**config.mk**
```make
export PLATFORM = sky130hd
export DESIGN_NAME = mem_stage_ls
export DESIGN_NICKNAME = d
export VERILOG_FILES = /design/src/rtl/mem_stage_ls.sv
export SDC_FILE = /design/constraint.sdc
export NUM_CORES = 1
export LEC_CHECK = 0
export CAP_MARGIN = 10
export CORE_UTILIZATION = 25
export DETAILED_ROUTE_END_ITERATION = 8
export GPL_TIMING_DRIVEN = 1
export SYNTH_ARGS = -nofsm -noshare
export SYNTH_HDL_FRONTEND = slang
export SYNTH_SLANG_ARGS = --single-unit
```
**constraint.sdc**
```tcl
create_clock -name clk -period 13.22 [get_ports clk]
set_input_delay 1.322 -clock clk [delete_from_list [all_inputs] [get_ports clk]]
set_output_delay 1.322 -clock clk [all_outputs]
set_load 0.03 [all_outputs]
```
**src/rtl/mem_stage_ls.sv**
```systemverilog
// mem_stage_ls: MEM pipeline stage with load extraction, one-entry response buffer, flush discard and forwarding
module mem_stage_ls #(
  parameter int XLEN = 32,
  localparam int OFS_W = $clog2(XLEN/8),
  localparam int EM_W = 43 + 2*XLEN,
  localparam int MW_W = 38 + 2*XLEN
) (
  input  logic            clk,
  input  logic            reset,
  input  logic            exe_mem_valid,
  output logic            mem_allowin,
  input  logic [EM_W-1:0] exe_mem_bus,
  output logic            mem_wb_valid,
  input  logic            wb_allowin,
  output logic [MW_W-1:0] mem_wb_bus,
  input  logic            data_sram_data_ok,
  input  logic [XLEN-1:0] data_sram_rdata,
  input  logic            mem_flush,
  output logic            mem_fwd_we,
  output logic [4:0]      mem_fwd_dest,
  output logic [XLEN-1:0] mem_fwd_data,
  output logic            mem_ld_pending
);
  logic mem_valid, buf_valid, ok_cur, ready_go, leave, inc, dec;
  logic [EM_W-1:0] bus_r;
  logic [XLEN-1:0] rdata_buf, rdata_eff, extracted, final_result, pc, alu_result;
  logic [1:0] discard_cnt;
  logic gr_we, res_from_mem, mem_req;
  logic [2:0] ld_op;
  logic [4:0] dest;
  logic [31:0] inst, w;
  logic [OFS_W-1:0] o;
  logic [15:0] h;
  logic [7:0] b;
  assign {gr_we, res_from_mem, mem_req, ld_op, dest, pc, inst, alu_result} = bus_r;
  assign ok_cur = data_sram_data_ok & (discard_cnt == 2'd0);
  assign ready_go = ~mem_req | ok_cur | buf_valid;
  assign leave = mem_valid & ready_go & wb_allowin;
  assign mem_wb_valid = mem_valid & ready_go & ~mem_flush;
  assign mem_allowin = ~mem_valid | (ready_go & wb_allowin) | mem_flush;
  assign rdata_eff = buf_valid ? rdata_buf : data_sram_rdata;
  assign o = alu_result[OFS_W-1:0];
  assign b = 8'(rdata_eff >> {o, 3'b0});
  assign h = 16'(rdata_eff >> {o[OFS_W-1:1], 4'b0});
  assign w = 32'(rdata_eff >> {o >> 2, 5'b0});
  always_comb begin
    extracted = (ld_op == 3'b000) ? XLEN'($signed(b)) :
                (ld_op == 3'b100) ? XLEN'(b) :
                (ld_op == 3'b001) ? XLEN'($signed(h)) :
                (ld_op == 3'b101) ? XLEN'(h) :
                (ld_op == 3'b010) ? XLEN'($signed(w)) :
                (ld_op == 3'b110 && XLEN == 64) ? XLEN'(w) : rdata_eff;
    final_result = res_from_mem ? extracted : alu_result;
  end
  assign mem_wb_bus = {gr_we, pc, inst, final_result, dest};
  assign mem_fwd_we = mem_valid & gr_we & ready_go;
  assign mem_fwd_dest = dest;
  assign mem_fwd_data = final_result;
  assign mem_ld_pending = mem_valid & res_from_mem & ~ready_go;
  // a killed request whose response is still outstanding must have that response swallowed later
  assign inc = mem_flush & mem_valid & mem_req & ~ok_cur & ~buf_valid;
  assign dec = data_sram_data_ok & (discard_cnt != 2'd0);
  always_ff @(posedge clk) begin
    if (mem_allowin & exe_mem_valid & ~mem_flush) bus_r <= exe_mem_bus;
    if (mem_valid & mem_req & ok_cur & ~buf_valid) rdata_buf <= data_sram_rdata;
    if (reset) begin
      mem_valid <= 1'b0;
      buf_valid <= 1'b0;
      discard_cnt <= 2'd0;
    end else begin
      if (mem_allowin) mem_valid <= exe_mem_valid & ~mem_flush;
      if (mem_flush | leave) buf_valid <= 1'b0;
      else if (mem_valid & mem_req & ok_cur) buf_valid <= 1'b1;
      discard_cnt <= (inc & ~dec & (discard_cnt != 2'd3)) ? discard_cnt + 2'd1 :
                     (dec & ~inc) ? discard_cnt - 2'd1 : discard_cnt;
    end
  end
endmodule

```
# Word-level counts from Yosys, hierarchy flattened
# Index checks and enable logic that the tools add are counted.
word_totals:
  ff_bits: 143
  input_bits: 145
  out_inout_bits: 143
  elab_cells: 62
op_classes:
  addsub: 2
  eq_ne: 4
  shifts: 2
  n_mux: 8
  bitwise_logic: 36
  n_reduce_logical: 5
op_table:
  columns: ["cell", "n"]
  rows:
  - ["$mux W32", 6]
  - ["$shr A32 B5 Y16", 1]
  - ["$shr A32 B5 Y8", 1]
  - ["$and A1 B1 Y1", 23]
  - ["$not A1 Y1", 8]
  - ["$eq A3 B3 Y1 const B", 2]
  - ["$or A1 B1 Y1", 5]
  - ["$mux W2", 2]
  - ["$reduce_bool A2 Y1", 2]
  - ["$eq A3 B1 Y1 const B", 1]
  - ["$logic_not A3 Y1", 1]
  - ["$add A2 B1 Y2 const B", 1]
  - ["$logic_not A2 Y1", 1]
  - ["$ne A2 B2 Y1 const B", 1]
  - ["$reduce_or A2 Y1", 1]
  - ["$sub A2 B1 Y2 const B", 1]

# Depth between registers and ports, before layout
# Gate-level depths: netlist of the first run.
logic_depth:
  word_depth: 9
  mapped_depth: 7
  ltp_nobuf: 4

# Worst setup path before layout of the first run
# OpenSTA, ideal clock, no wires.
synth_timing:
  path_kind: "in2reg"
  start: "input port data_sram_data_ok"
  end: "register bus_r[0], enable pin"
  setup_ns: 0.728
  arrival_ns: 9.845
  required_time_ns: 12.492
  path_slack_ns: 2.647
  stages: 4
  n_path_buf: 0
  path_cell_list: "or3b_2 > nand3b_1 > a21boi_0 > nor3b_1"
synth_between:
  elab_chain_cells: 8
synth_rtl:
  columns: ["element", "line", "source"]
  rows:
  - ["start, declared", "16", "input logic data_sram_data_ok,"]
  - ["$and A1 B1 Y1", "36", "assign ok_cur = data_sram_data_ok & (discard_cnt == 2'd0);"]
  - ["$or A1 B1 Y1 (2 in series)", "37", "assign ready_go = ~mem_req | ok_cur | buf_valid;"]
  - ["$and A1 B1 Y1", "40", "assign mem_allowin = ~mem_valid | (ready_go & wb_allowin) | mem_flush;"]
  - ["$or A1 B1 Y1 (2 in series)", "40", null]
  - ["$and A1 B1 Y1 (2 in series)", "64", "if (mem_allowin & exe_mem_valid & ~mem_flush) bus_r <= exe_mem_bus;"]
  - ["end signal, assigned", "64", null]
  - ["end, declared", "25", "logic [EM_W-1:0] bus_r;"]
# Every way passes these cells.
# A chain may end at the register's enable or synchronous reset.

# Final worst setup path of the first run
layout_timing:
  start: "input port data_sram_rdata[31]"
  end: "output port mem_wb_bus[31]"
layout_between:
  elab_chain_cells: 6
layout_rtl:
  columns: ["element", "line", "source"]
  rows:
  - ["start, declared", "17", "input logic [XLEN-1:0] data_sram_rdata,"]
  - ["$mux W32 *", "41", "assign rdata_eff = buf_valid ? rdata_buf : data_sram_rdata;"]
  - ["$shr A32 B5 Y16", "44", "assign h = 16'(rdata_eff >> {o[OFS_W-1:1], 4'b0});"]
  - ["$mux W32", "49", "(ld_op == 3'b001) ? XLEN'($signed(h)) :"]
  - ["$mux W32", "48", "(ld_op == 3'b100) ? XLEN'(b) :"]
  - ["$mux W32 *", "47", "extracted = (ld_op == 3'b000) ? XLEN'($signed(b)) :"]
  - ["$mux W32 *", "53", "final_result = res_from_mem ? extracted : alu_result;"]
  - ["end, declared", "15", "output logic [MW_W-1:0] mem_wb_bus,"]
# Every way passes the cells marked *; elsewhere a longest branch is shown, timed or not.

==> results.md, run 1 <==
- The run finished with clean final reports.
- The number of synthesized register bits is between 100 and 150.
- For this design, the slowest cell found on the critical path is a211oi_4.
- The pin count of the biggest net entering global routing is 63.
- Summing the areas of all fa, ha and maj instances in the mapped netlist gives 0% of the synthesized area.
- Clock-pin slew was measured on the worst setup and hold paths at 0.07 ns.
- 0 antenna diodes ended up in the layout.
- Subtracting the final worst setup slack from the clock period gives approximately 5.6 ns.
- The synthesized netlist occupies a cell area of about 0.0068 mm2.
- The analysis attributes to net switching a power of 0.0003219 W.
- The number of pins with negative max-slew slack in the final report was 0.
- The number of inserted filler cells in the final layout is 2623.
- The clock reaches the later pin of the worst-skew pair after approximately 0.42 ns.
- The most critical setup path has its startpoint at data_sram_rdata[31].
- Walking the worst path, the cells encountered are clkdlybuf4s50_1 > mux4_2 > nor4b_4 > a211oi_4 > a21oi_1 > clkdlybuf4s50_1.
- The via count of the first global-routing pass is between 4000 and 5000.
- Summing all multi-input logic gate instances after layout gives between 0.0015 and 0.002 mm2.
- The number of placed I/O pins is about 290.
- The synthesized design contains about 140 enable-type register cells.
- After detailed routing, the number of remaining DRC violations is 0.
- For the final routed database, the setup TNS stands at 0 ns.
- Across the VDD grid, the largest voltage drop is roughly 0.000063 V.
- The maximum clock skew at final layout is around 0.011 ns.
- The initialized floorplan defines 60 standard-cell rows.
- The post-synthesis to final-layout area growth is 44.68%.
- The routability-driven placement congestion ratio is roughly 0.73.
- The instance area at placement is roughly 0.009 mm2.
- The H-tree generated during clock tree synthesis spans 4 levels.
- The number of buffers created by CTS is 17.
- The share of the Yosys chip area taken by registers is just over 60%.
- For this block, the initial DRC count from the detailed router was 188.
- Setup repair after global routing left no endpoint under its margin.
- The synthesized netlist devotes under 10% of its cell area to compound gates.
- After synthesis, the largest family of logic cells by area is buffers and inverters.
- The final cell utilization of the core is a little under two fifths.
- The detail route stage leaves a number of antenna-violating nets equal to 0.
- During synthesis, Yosys emitted a total of 0 warnings.
- The headroom to the max-slew limit is approximately a third.
- The xor and xnor area share after synthesis is 0%.
- Clock tree synthesis found a total of between 100 and 150 sinks.
- The total nets after synthesis is slightly above 600.
- For this run, the detailed router's first-pass iteration total came to 4.
- The number of buffers inserted by hold repair at cts is 0.
- Sequential cells burn ~43% of the power.
- The final cycle utilization of the critical path is between 40% and 50%.
- Summed over all layers, the global routing overflow is 0.
- The number of cells on the critical path is 6.
- The pin slew with the least headroom to its limit is slightly below 1 ns.
- After synthesis, the share of flip-flops with an asynchronous set or reset is 0%.
- Across the whole layout, storage elements account for 0.004255 mm2.
- The path class of the tightest hold or removal check is register to register.
- The setup check on the worst reg-to-reg path leaves a slack of about 10 ns.
- The clock network is responsible for between 40 and 50% of the overall power.
- The number of antenna violations at the first check in global routing came to 1.
- In the post-route analysis, the smallest setup slack over all paths is about 7.6 ns.
- The number of buffers and inverters on the critical path is 2.
- The final wirelength is 19130 um.
- In this run the static leakage power is between 3 and 4 nW.
- Based on the critical path, the design can be clocked at up to 178.6 MHz.
- The critical path's largest stage delay is slightly above 0.8 ns.
- The overall fraction of global-route tracks in use is between 10% and 20%.
- The number of input and output port buffers inserted is 287.
- The library cell used as clock root buffer is clkbuf_16.
- A synthesized cell averages approximately 14 um2.
- The post-route standard cell area excluding fillers is about 0.01 mm2.
- Across the run, the number of max-cap violations was 0.
- Before CTS, the worst setup slack after placement is about 7.6 ns.
- The arrival time at the worst endpoint is 4.28 ns.
- The area of the die is between 0.02 and 0.03 mm2.
- The final total power is 0.001220 W.
- Post-CTS timing repair inserted 0 buffers for setup.
- The most frequently used flop master after synthesis is edfxtp_1.
- The switching portion of total power is 26.39%.
- The detailed-route vias per instance is about 4.3.
- Measured along the x axis, the die boundary spans around 170 um.
- After synthesis, the share of cell area in mux cells is between 10% and 20%.
- The global-route wire length before repair is about 29000 um.
- The placeable core region is ~0.027 mm2.
- The final hold violation count came to 0.
- The most common cell type on the critical path is clkdlybuf4s50_1.
- TritonCTS built the clock tree.
- Of the cells placed in the final design, the portion with a size suffix greater than 1 is between 10 and 15%.
- The type of element launching the critical path is an input pin.
- The part of the power in combinational logic is about 16%.
- The netlist uses 44 different library cells.
- The cell area power density is about 120 mW/mm2.
- The overall via count from detail_route is about 4300.
- The worst path required time is roughly 12 ns.
- The last element of the critical path is mem_wb_bus[31].
- The worst setup path is of the input pin to primary output kind.
- The design internal power is 0.0008977 W.
- The number of cells on the worst reg-to-reg path is 6.
- The starting density of the core is around a quarter.
- Of all nets on the critical path, the largest fanout is 15.
- Setup violations remaining at the end of the flow were counted as 0.
- After legalization and detailed placement, the total HPWL measured 14140 um.
- In this run, post-CTS repair resized a total of 0 instances.
- For this run, the post-layout net count is 806.
- The number of standard cells after synthesis is roughly 470.
- In the final routed layout, each cell accounts on average for 18.84 um.
- After Yosys synthesis, and, or, nand and nor cells account for around 6.6% of the synthesized area.
- The kind of cell with the highest combined delay on the critical path is buffers and inverters.
- The category of the worst setup path capture point is a primary output.
- The worst register-to-register path ends at bus_r[6].
- The vertical extent of the die is between 150 and 200 um.
- The clock passes through at most 2 buffers.
- The launch instance of the worst register-to-register path is buf_valid.
[per-layer routing]
metal | up-vias | track usage [%] | share of wire (%)
met1 | 2099 | 16.84 | 42
met3 | 16 | 5.672 | 9.0
li1 | 2029 | - | -
met4 | 2 | 3.470 | 1.1
met5 | - | 0 | 0.058
met2 | 195 | 22.78 | 48
[area by class of cell]
class	instances	area share, %
sequential	143	43.13
timing repair buffer	294	29.65
multi-input combinational	203	16.73
clock buffer	18	4.350
tap	341	4.325
clock inverter	14	1.737
inverter	2	0.07609
[cells by family (layout without fill, tap and decap cells)]
logic type             count (synthesis)  count (layout)
buffers and inverters                127             328
AO/OA/AOI/OAI                         58              58
AND/OR/NAND/NOR                       95              95
multiplexers                          50              50
flip-flops                           143             143
[power by group through the flow]
stage          combinational [W]  sequential [W]  clock [W]
2_1_floorplan           0.000114        0.000534          0
3_3_place_gp            0.000197        0.000532          0
3_5_place_dp            0.000198        0.000533          0
4_1_cts                 0.000199        0.000523   0.000518
5_1_grt                 0.000207        0.000524   0.000534
6_report                0.000196        0.000523   0.000501
[worst register-to-register path, stage by stage (launching register included)]
cell      delay, ns
dfxtp_2        0.34
buf_4          0.54
nand3b_1       0.24
a21boi_0       0.19
nor3b_2        0.22
buf_4          0.58
buf_4          0.77
[flip-flops by register name, indices dropped and copies added (netlist names)]
register / cells
buf_valid: 1
mem_valid: 1
discard_cnt: 2
bus_r: 107
rdata_buf: 32
[synth_stat cells (all sizes together), types with 2 or more instances]
cell,number,area [um2]
nand2b,3,18.77
nor2,39,146.4
o21ai,8,40.04
mux2,27,304.0
nor4b,2,32.53
dfxtp,4,80.08
nand2,37,138.9
nand3b,4,42.54
a22oi,8,60.06
o2bb2ai,5,43.79
o22ai,4,25.02
or2,2,12.51
mux2i,4,40.04
a31oi,2,12.51
mux4,19,439.2
clkbuf,6,22.52
buf,119,894.6
o311a,6,60.06
edfxtp,139,4174
o21a,2,15.01
a21oi,17,88.84
[how the worst min path moves through the flow]
stage / startpoint / end / slack [ns] / cells past startpoint
after global placement: discard_cnt[1] / discard_cnt[1] / 0.47 / 2
after CTS: discard_cnt[1] / discard_cnt[1] / 0.48 / 2
after floorplan: discard_cnt[1] / discard_cnt[1] / 0.44 / 2
after global routing: discard_cnt[1] / discard_cnt[1] / 0.52 / 2
after detailed placement: discard_cnt[1] / discard_cnt[1] / 0.47 / 2
final: discard_cnt[1] / discard_cnt[1] / 0.48 / 2
[through the flow]
stage,hold slack (ns),cells
global placement,0.4709,983
detailed placement,0.4733,983
floorplan,0.4429,473
global route,0.5173,1015
CTS,0.4817,1015
finish,0.4787,1015
[placed cells by master (no fill, tap or decap), types with 2 or more instances in the layout]
cell type,count
mux2_2,27
inv_8,3
buf_4,7
clkbuf_16,17
dfxtp_1,3
bufinv_16,2
o2bb2ai_1,5
mux2i_1,4
clkinv_4,4
mux4_2,16
a31oi_1,2
nand2_1,37
clkdlybuf4s50_1,287
a21oi_1,16
inv_6,4
mux4_1,3
nor2_1,39
or2_2,2
a22oi_1,8
nand2b_1,3
o311a_1,6
nand3b_1,3
edfxtp_1,139
o21ai_0,8
o22ai_1,4
o21a_1,2
Note: power is estimated with default switching activity, not from simulation.
==> inputs of run 2 (changes only) <==
==> constraint.sdc (replaced) <==
create_clock -name clk -period 4.7 [get_ports clk]
set_input_delay 0.47 -clock clk [delete_from_list [all_inputs] [get_ports clk]]
set_output_delay 0.47 -clock clk [all_outputs]
set_load 0.03 [all_outputs]
==> results.md, run 2 (same netlist as run 1, synthesis figures left out) <==
- Outcome: finished, final reports clean (unchanged).
- The part of the total power dissipated in sequential elements is 43.8% (was 42.9%).
- The flip-flop count of the largest register after layout is 107 (unchanged).
- The global-route wire length before repair is 27730 um (was 28700 um).
- The most crowded layer after global routing is met2 (unchanged).
- The final wirelength is 18680 um (was 19130 um).
- The headroom to the max-slew limit is 50.15% (was 35.18%).
- Setup repair after global routing missed its margin: false (unchanged).
- The critical path's largest stage delay is 0.83 ns (about the same).
- The peak supply drop was 0.0001574 V (was 0.00006293 V).
- The setup slack of the critical path after layout was 0.9070 ns (was 7.621 ns).
- The vertical extent of the die is 167.2 um (unchanged).
- The library cell used as clock root buffer is clkbuf_16 (unchanged).
- The area of the die is 0.02794 mm2 (unchanged).
- The peak fanout along the critical path came to 20 (was 15).
- The arrival time at the worst endpoint was 3.32 ns (was 4.28 ns).
- The number of buffers inserted by post-CTS setup repair is 0 (unchanged).
- The pin slew with the least headroom to its limit came to 0.7445 ns (was 0.9692 ns).
- The placement row count was 60 (unchanged).
- The remaining global-route overflow came to 0 (unchanged).
- The met1 capacity usage during global routing is 16.35% (was 16.84%).
- The number of input and output port buffers inserted is 287 (unchanged).
- The register containing the most flip-flops in the final layout is bus_r (unchanged).
- The post-cts resize count is 0 (unchanged).
- The placeable core region is 0.02688 mm2 (unchanged).
- The wire length per cell after detailed routing is 18.39 um (was 18.84 um).
- The design internal power is 0.002428 W (was 0.0008977 W).
- The post-route standard cell area excluding fillers is 0.009859 mm2 (was 0.009866 mm2).
- The post-synthesis to final-layout area growth is 44.59% (was 44.68%).
- The static leakage is 3.377 nW (was 3.381 nW).
- The number of inserted filler cells in the final layout is 2614 (was 2623).
- Biggest regs: bus_r: 107 flops, rdata_buf: 32 flops, discard_cnt: 2 flops (unchanged).
- The met3 demand-to-capacity share in global routing is 4.538% (was 5.672%).
- The number of pins with negative max-slew slack in the final report is 0 (unchanged).
- The worst path required time is 4.23 ns (was 11.90 ns).
- The estimated wirelength of the detail-placed design is 13820 um (was 14140 um).
- The sum of buffers and inverters on the critical path came to 1 (was 2).
- The die span in x came to 167.2 um (unchanged).
- The number of max-cap violations came to 0 (unchanged).
- The net switching power of the design came to 0.0009335 W (was 0.0003219 W).
- The count of antenna-violating nets left after detailed routing is 0 (unchanged).
- The most frequent standard cell in the layout excluding fill and tap cells is clkdlybuf4s50_1 (unchanged).
- The number of placed I/O pins is 288 (unchanged).
- The instance area at placement is 0.009291 mm2 (was 0.009265 mm2).
- The number of buffers inserted by hold repair at cts came to 0 (unchanged).
- The part of the power in combinational logic came to 16.5% (was 16.1%).
- After layout, the minimum clock period comes to roughly 3.8 ns.
- The final layout net count is 807 (was 806).
- The met2 layer usage reported by global route is 22.41% (was 22.78%).
- The number of iterations in the first detailed-routing pass is 4 (unchanged).
- The number of DRC markers in iteration 0 is 204 (was 188).
- The starting density of the core is 25.37% (unchanged).
- The switching portion of total power is 27.77% (was 26.39%).
- Critical path cell sequence: nand3b_4 > mux4_1 > a22oi_1 > nand2_1 > clkdlybuf4s50_1 (was clkdlybuf4s50_1 > mux4_2 > nor4b_4 > a211oi_4 > a21oi_1 > clkdlybuf4s50_1).
- The pin count of the biggest net entering global routing is 95 (was 63).
- The pre-CTS worst setup slack came to 1.184 ns (was 7.587 ns).
- The via count of the first global-routing pass is 4618 (was 4577).
- The maximum frequency from static timing analysis is 263.6 MHz.
- The clock share of power is 39.8% (was 41.0%).
- The category of the worst setup path capture point was a primary output (unchanged).
- The final total power is 0.003361 W (was 0.001220 W).
- The number of antenna violations at the first check in global routing is 0 (was 1).
- The level count of the clock H-tree came to 4 (unchanged).
- The maximum clock skew at final layout is 0.01298 ns (was 0.01095 ns).
- The slowest library cell on the worst path was edfxtp_1 (was a211oi_4).
- The latest clock arrival within the worst-skew pair is 0.43 ns (was 0.42 ns).
- The type of element launching the critical path was a register (was input pin).
- The fraction of layout instances using a drive strength above 1 is 13.78% (was 13.65%).
- The overall fraction of global-route tracks in use came to 13.52% (was 13.86%).
- The deepest clock path buffer count is 2 (unchanged).
- The type of the tightest min-delay check was register to register (unchanged).
- The final count of negative-setup-slack endpoints is 0 (unchanged).
- The routability-driven placement congestion ratio was 0.7334 (was 0.7288).
- The number of design rule violations left after detail routing was 0 (unchanged).
- The final critical path takes up between 80% and 90% of the cycle.
- The kind of cell with the highest combined delay on the critical path is flip-flops (was buffers and inverters).
- The clock sink count is 143 (unchanged).
- The clock slew seen by the registers of the worst setup and hold paths is 0.08 ns (was 0.07 ns).
- The detailed-route vias per instance was 4.329 (was 4.277).
- The final hold violation count was 0 (unchanged).
- The final-layout setup total negative slack is 0 ns (unchanged).
- Leading cell types in the layout, fill and taps excluded: clkdlybuf4s50_1 (287), edfxtp_1 (139), nor2_1 (39) (unchanged).
- The cell area power density came to 340.9 mW/mm2 (was 123.6 mW/mm2).
- The TritonCTS clock tree is done (unchanged).
- The number of buffers created by CTS is 17 (unchanged).
- The antenna diode count came to 0 (unchanged).
- The overall via count from detail_route is 4398 (was 4341).
- The kind of critical path is register to primary output (was input pin to primary output).
run 2: changes by cell type in the layout (fill, tap and decap cells not counted), sizes merged:
cell    delta
bufinv     -2
clkbuf     -1
buf        +1
inv        +3
run 2: final timing paths:
check / from / to / slack (ns) / cells past startpoint
setup / recovery: bus_r[102] / mem_fwd_data[14] / 0.91 / 5
hold / removal: discard_cnt[1] / discard_cnt[1] / 0.48 / 2
setup reg to reg: discard_cnt[0] / bus_r[82] / 2.30 / 5
hold reg to reg: discard_cnt[1] / discard_cnt[1] / 0.48 / 2
run 2: metal layers:
metal / up-vias / wire length, um / part of all wire (%)
li1: 2036 / - / -
met1: 2146 / 7913 / 42
met2: 200 / 9139 / 49
met3: 16 / 1347 / 7.2
met4: 0 / 279 / 1.5
met5: - / 0 / 0
run 2: cell type report:
class                           count  area, um2  share of cell area (%)
Multi-Input combinational cell    203       1657                   16.80
Clock buffer                       17      425.4                   4.315
Inverter                            2      7.507                 0.07614
Sequential cell                   143       4255                   43.16
Timing Repair Buffer              295       2945                   29.87
Tap cell                          341      426.7                   4.327
Clock inverter                     15      142.6                   1.447
run 2: power groups by stage:
stage          clock network, W  logic, W  registers [W]
2_1_floorplan                 0  0.000323        0.00149
3_3_place_gp                  0  0.000556        0.00150
3_5_place_dp                  0  0.000559        0.00150
4_1_cts                 0.00137  0.000561        0.00147
5_1_grt                 0.00142  0.000584        0.00148
6_report                0.00134  0.000553        0.00147
run 2: worst register-to-register path, delay by kind of cell, from the launching register on:
kind / cells / cell delay, ns
AO/OA/AOI/OAI: 1 / 0.20
buffers and inverters: 1 / 0.38
flip-flops: 1 / 0.35
AND/OR/NAND/NOR: 3 / 0.95
run 2: through the flow:
stage / std cells / util [%] / hold WS (ns)
2_1_floorplan: 473 / - / 0.4429
4_1_cts: 1016 / 36.69 / 0.4792
5_1_grt: 1016 / 36.69 / 0.5169
3_3_place_gp: 984 / 34.57 / 0.4616
3_5_place_dp: 984 / 34.57 / 0.4719
6_report: 1016 / 36.69 / 0.4775
==> inputs of run 3 (changes only) <==
==> constraint.sdc (replaced) <==
create_clock -name clk -period 3.1 [get_ports clk]
set_input_delay 0.31 -clock clk [delete_from_list [all_inputs] [get_ports clk]]
set_output_delay 0.31 -clock clk [all_outputs]
set_load 0.03 [all_outputs]
==> results.md, run 3 (same netlist as run 1, synthesis figures left out) <==
- The type of the tightest min-delay check is input pin to register (was register to register).
- The kind of critical path is register to primary output (unchanged).
- The level count of the clock H-tree came to 4 (unchanged).
- The placed instance count came to 1000 (was 984).
- The maximum frequency from static timing analysis is roughly 350 MHz.
- The register containing the most flip-flops in the final layout is bus_r (unchanged).
- The final cycle utilization of the critical path is 91.72%.
- The library cell used as clock root buffer is clkbuf_16 (unchanged).
- The worst slack on hold paths was 0.4339 ns (was 0.4775 ns).
- The static leakage is 3.680 nW (was 3.377 nW).
- The placement row count is 60 (unchanged).
- The estimated wirelength of the detail-placed design is 14570 um (was 13820 um).
- The number of buffers created by CTS came to 17 (unchanged).
- The wire length per cell after detailed routing was 18.58 um (was 18.39 um).
- The headroom to the max-slew limit is 52.52% (was 50.15%).
- The final layout net count is 823 (was 807).
- The multi-input logic area is 0.001669 mm2 (was 0.001657 mm2).
- The die span in x came to 167.2 um (unchanged).
- The worst path required time came to 2.79 ns (was 4.23 ns).
- Setup repair after global routing missed its margin: false (unchanged).
- The clock sink count came to 143 (unchanged).
- The detailed-route vias per instance came to 4.297 (was 4.329).
- The instance area at placement is 0.009419 mm2 (was 0.009291 mm2).
- The TritonCTS clock tree is done (unchanged).
- The most frequent standard cell in the layout excluding fill and tap cells is clkdlybuf4s50_1 (unchanged).
- The count of antenna-violating nets left after detailed routing is 0 (unchanged).
- The flip-flop count of the largest register after layout was 107 (unchanged).
- The vertical extent of the die is 167.2 um (unchanged).
- The area of the die is 0.02794 mm2 (unchanged).
- The most crowded layer after global routing was met2 (unchanged).
- The number of pins with negative max-slew slack in the final report was 0 (unchanged).
- The global-route wire length before repair is 28560 um (was 27730 um).
- The number of inserted filler cells in the final layout is 2575 (was 2614).
- The arrival time at the worst endpoint came to 2.53 ns (was 3.32 ns).
- After layout, the minimum clock period comes to around 2.8 ns.
- The latest clock arrival within the worst-skew pair is 0.43 ns (about the same).
- The remaining global-route overflow is 0 (unchanged).
- The via count of the first global-routing pass is 4591 (was 4618).
- The kind of cell with the highest combined delay on the critical path is compound AO/OA/AOI/OAI gates (was flip-flops).
- The final cell count without fillers is 1033 (was 1016).
- The placeable core region is 0.02688 mm2 (unchanged).
- The number of placed I/O pins is 288 (unchanged).
- The final-layout setup total negative slack is 0 ns (unchanged).
- The met2 layer usage reported by global route is 22.90% (was 22.41%).
- The category of the worst setup path capture point is a primary output (unchanged).
- Critical path cell sequence: or2_2 > o22ai_1 > a211oi_4 > buf_12 > a21oi_1 > dlygate4sd2_1 (was nand3b_4 > mux4_1 > a22oi_1 > nand2_1 > clkdlybuf4s50_1).
- The pin slew with the least headroom to its limit is 0.7023 ns (was 0.7445 ns).
- The final hold violation count is 0 (unchanged).
- The overall via count from detail_route was 4439 (was 4398).
- The starting density of the core came to 25.37% (unchanged).
- The number of design rule violations left after detail routing is 0 (unchanged).
- The critical path's largest stage delay came to 0.52 ns (was 0.83 ns).
- The met1 capacity usage during global routing was 17.50% (was 16.35%).
- The cell area power density is 510.3 mW/mm2 (was 340.9 mW/mm2).
- The peak fanout along the critical path was 15 (was 20).
- The number of input and output port buffers inserted is 287 (unchanged).
- Outcome: finished, final reports clean (unchanged).
- Biggest regs: bus_r: 107 flops, rdata_buf: 32 flops, discard_cnt: 2 flops (unchanged).
- Leading cell types in the layout, fill and taps excluded: clkdlybuf4s50_1 (222), edfxtp_1 (139), buf_4 (47) (was clkdlybuf4s50_1 (287), edfxtp_1 (139), nor2_1 (39)).
- The number of buffers inserted by post-CTS setup repair was 0 (unchanged).
- The maximum clock skew at final layout is 0.009568 ns (was 0.01298 ns).
- The number of iterations in the first detailed-routing pass came to 4 (unchanged).
- The post-synthesis to final-layout area growth is 46.73% (was 44.59%).
- The post-route standard cell area excluding fillers is 0.01001 mm2 (was 0.009859 mm2).
- The fraction of layout instances using a drive strength above 1 came to 20.55% (was 13.78%).
- The routability-driven placement congestion ratio is 0.7398 (was 0.7334).
- The peak supply drop came to 0.0002926 V (was 0.0001574 V).
- The number of DRC markers in iteration 0 was 232 (was 204).
- The area taken by flip-flops and latches was 0.004257 mm2 (was 0.004255 mm2).
- The final total power was 0.005106 W (was 0.003361 W).
- The slowest library cell on the worst path is edfxtp_1 (unchanged).
- The number of max-cap violations is 0 (unchanged).
- The clock slew seen by the registers of the worst setup and hold paths is 0.08 ns (about the same).
- The pin count of the biggest net entering global routing is 39 (was 95).
- The sum of buffers and inverters on the critical path is 2 (was 1).
- The deepest clock path buffer count is 2 (unchanged).
- The overall fraction of global-route tracks in use is 13.99% (was 13.52%).
- The final count of negative-setup-slack endpoints is 0 (unchanged).
- The final wirelength is 19190 um (was 18680 um).
- The number of antenna violations at the first check in global routing is 1 (was 0).
- The met3 demand-to-capacity share in global routing is 4.680% (was 4.538%).
- The type of element launching the critical path is a register (unchanged).
run 3: where the power goes:
| group | internal (W) | leakage (nW) | switching (W) | total [W] |
|---|---|---|---|---|
| logic | 0.000401 | 2.07 | 0.000441 | 0.000842 |
| clock network | 0.00107 | 0.284 | 0.000967 | 0.00204 |
| registers | 0.00220 | 1.32 | 0.0000224 | 0.00222 |
run 3: layout make-up:
type / count / area share, %
tap: 341 / 4.264
antenna: 1 / 0.02501
clock buffer: 17 / 4.252
multi-input combinational: 203 / 16.68
timing repair buffer: 311 / 30.72
sequential: 143 / 42.54
inverter: 2 / 0.07503
clock inverter: 15 / 1.438
run 3: final timing paths:
| path | endpoint | slack [ns] | cells past startpoint | start |
|---|---|---|---|---|
| worst max-delay path | mem_fwd_data[27] | 0.26 | 6 | bus_r[1] |
| worst min-delay path | bus_r[92] | 0.43 | 1 | exe_mem_bus[92] |
| worst max register to register | bus_r[99] | 1.01 | 6 | discard_cnt[0] |
| worst min register to register | discard_cnt[1] | 0.48 | 2 | discard_cnt[1] |
run 3: what timing repair did:
action / CTS / global route
pin swaps: 0 / 0
hold endpoints to repair: 0 / 0
endpoints found under the setup margin: 21 / 16
resized for setup: 22 / 15
hold buffers: 0 / 0
run 3: routing by layer:
layer	up-vias	wire length, um	part of all wire, %
met5	-	0	0
met1	2162	8216	43
met3	12	1417	7.4
met2	196	9345	49
met4	0	211	1.1
li1	2069	-	-
run 3: through the flow:
| step | utilization [%] | setup WS, ns |
|---|---|---|
| after global placement | 35.05 | 0.09553 |
| after CTS | 37.07 | 0.009845 |
| after floorplan | - | -1.017 |
| after detailed placement | 35.05 | 0.03001 |
| after global routing | 37.22 | 0.1240 |
| final | 37.23 | 0.2568 |
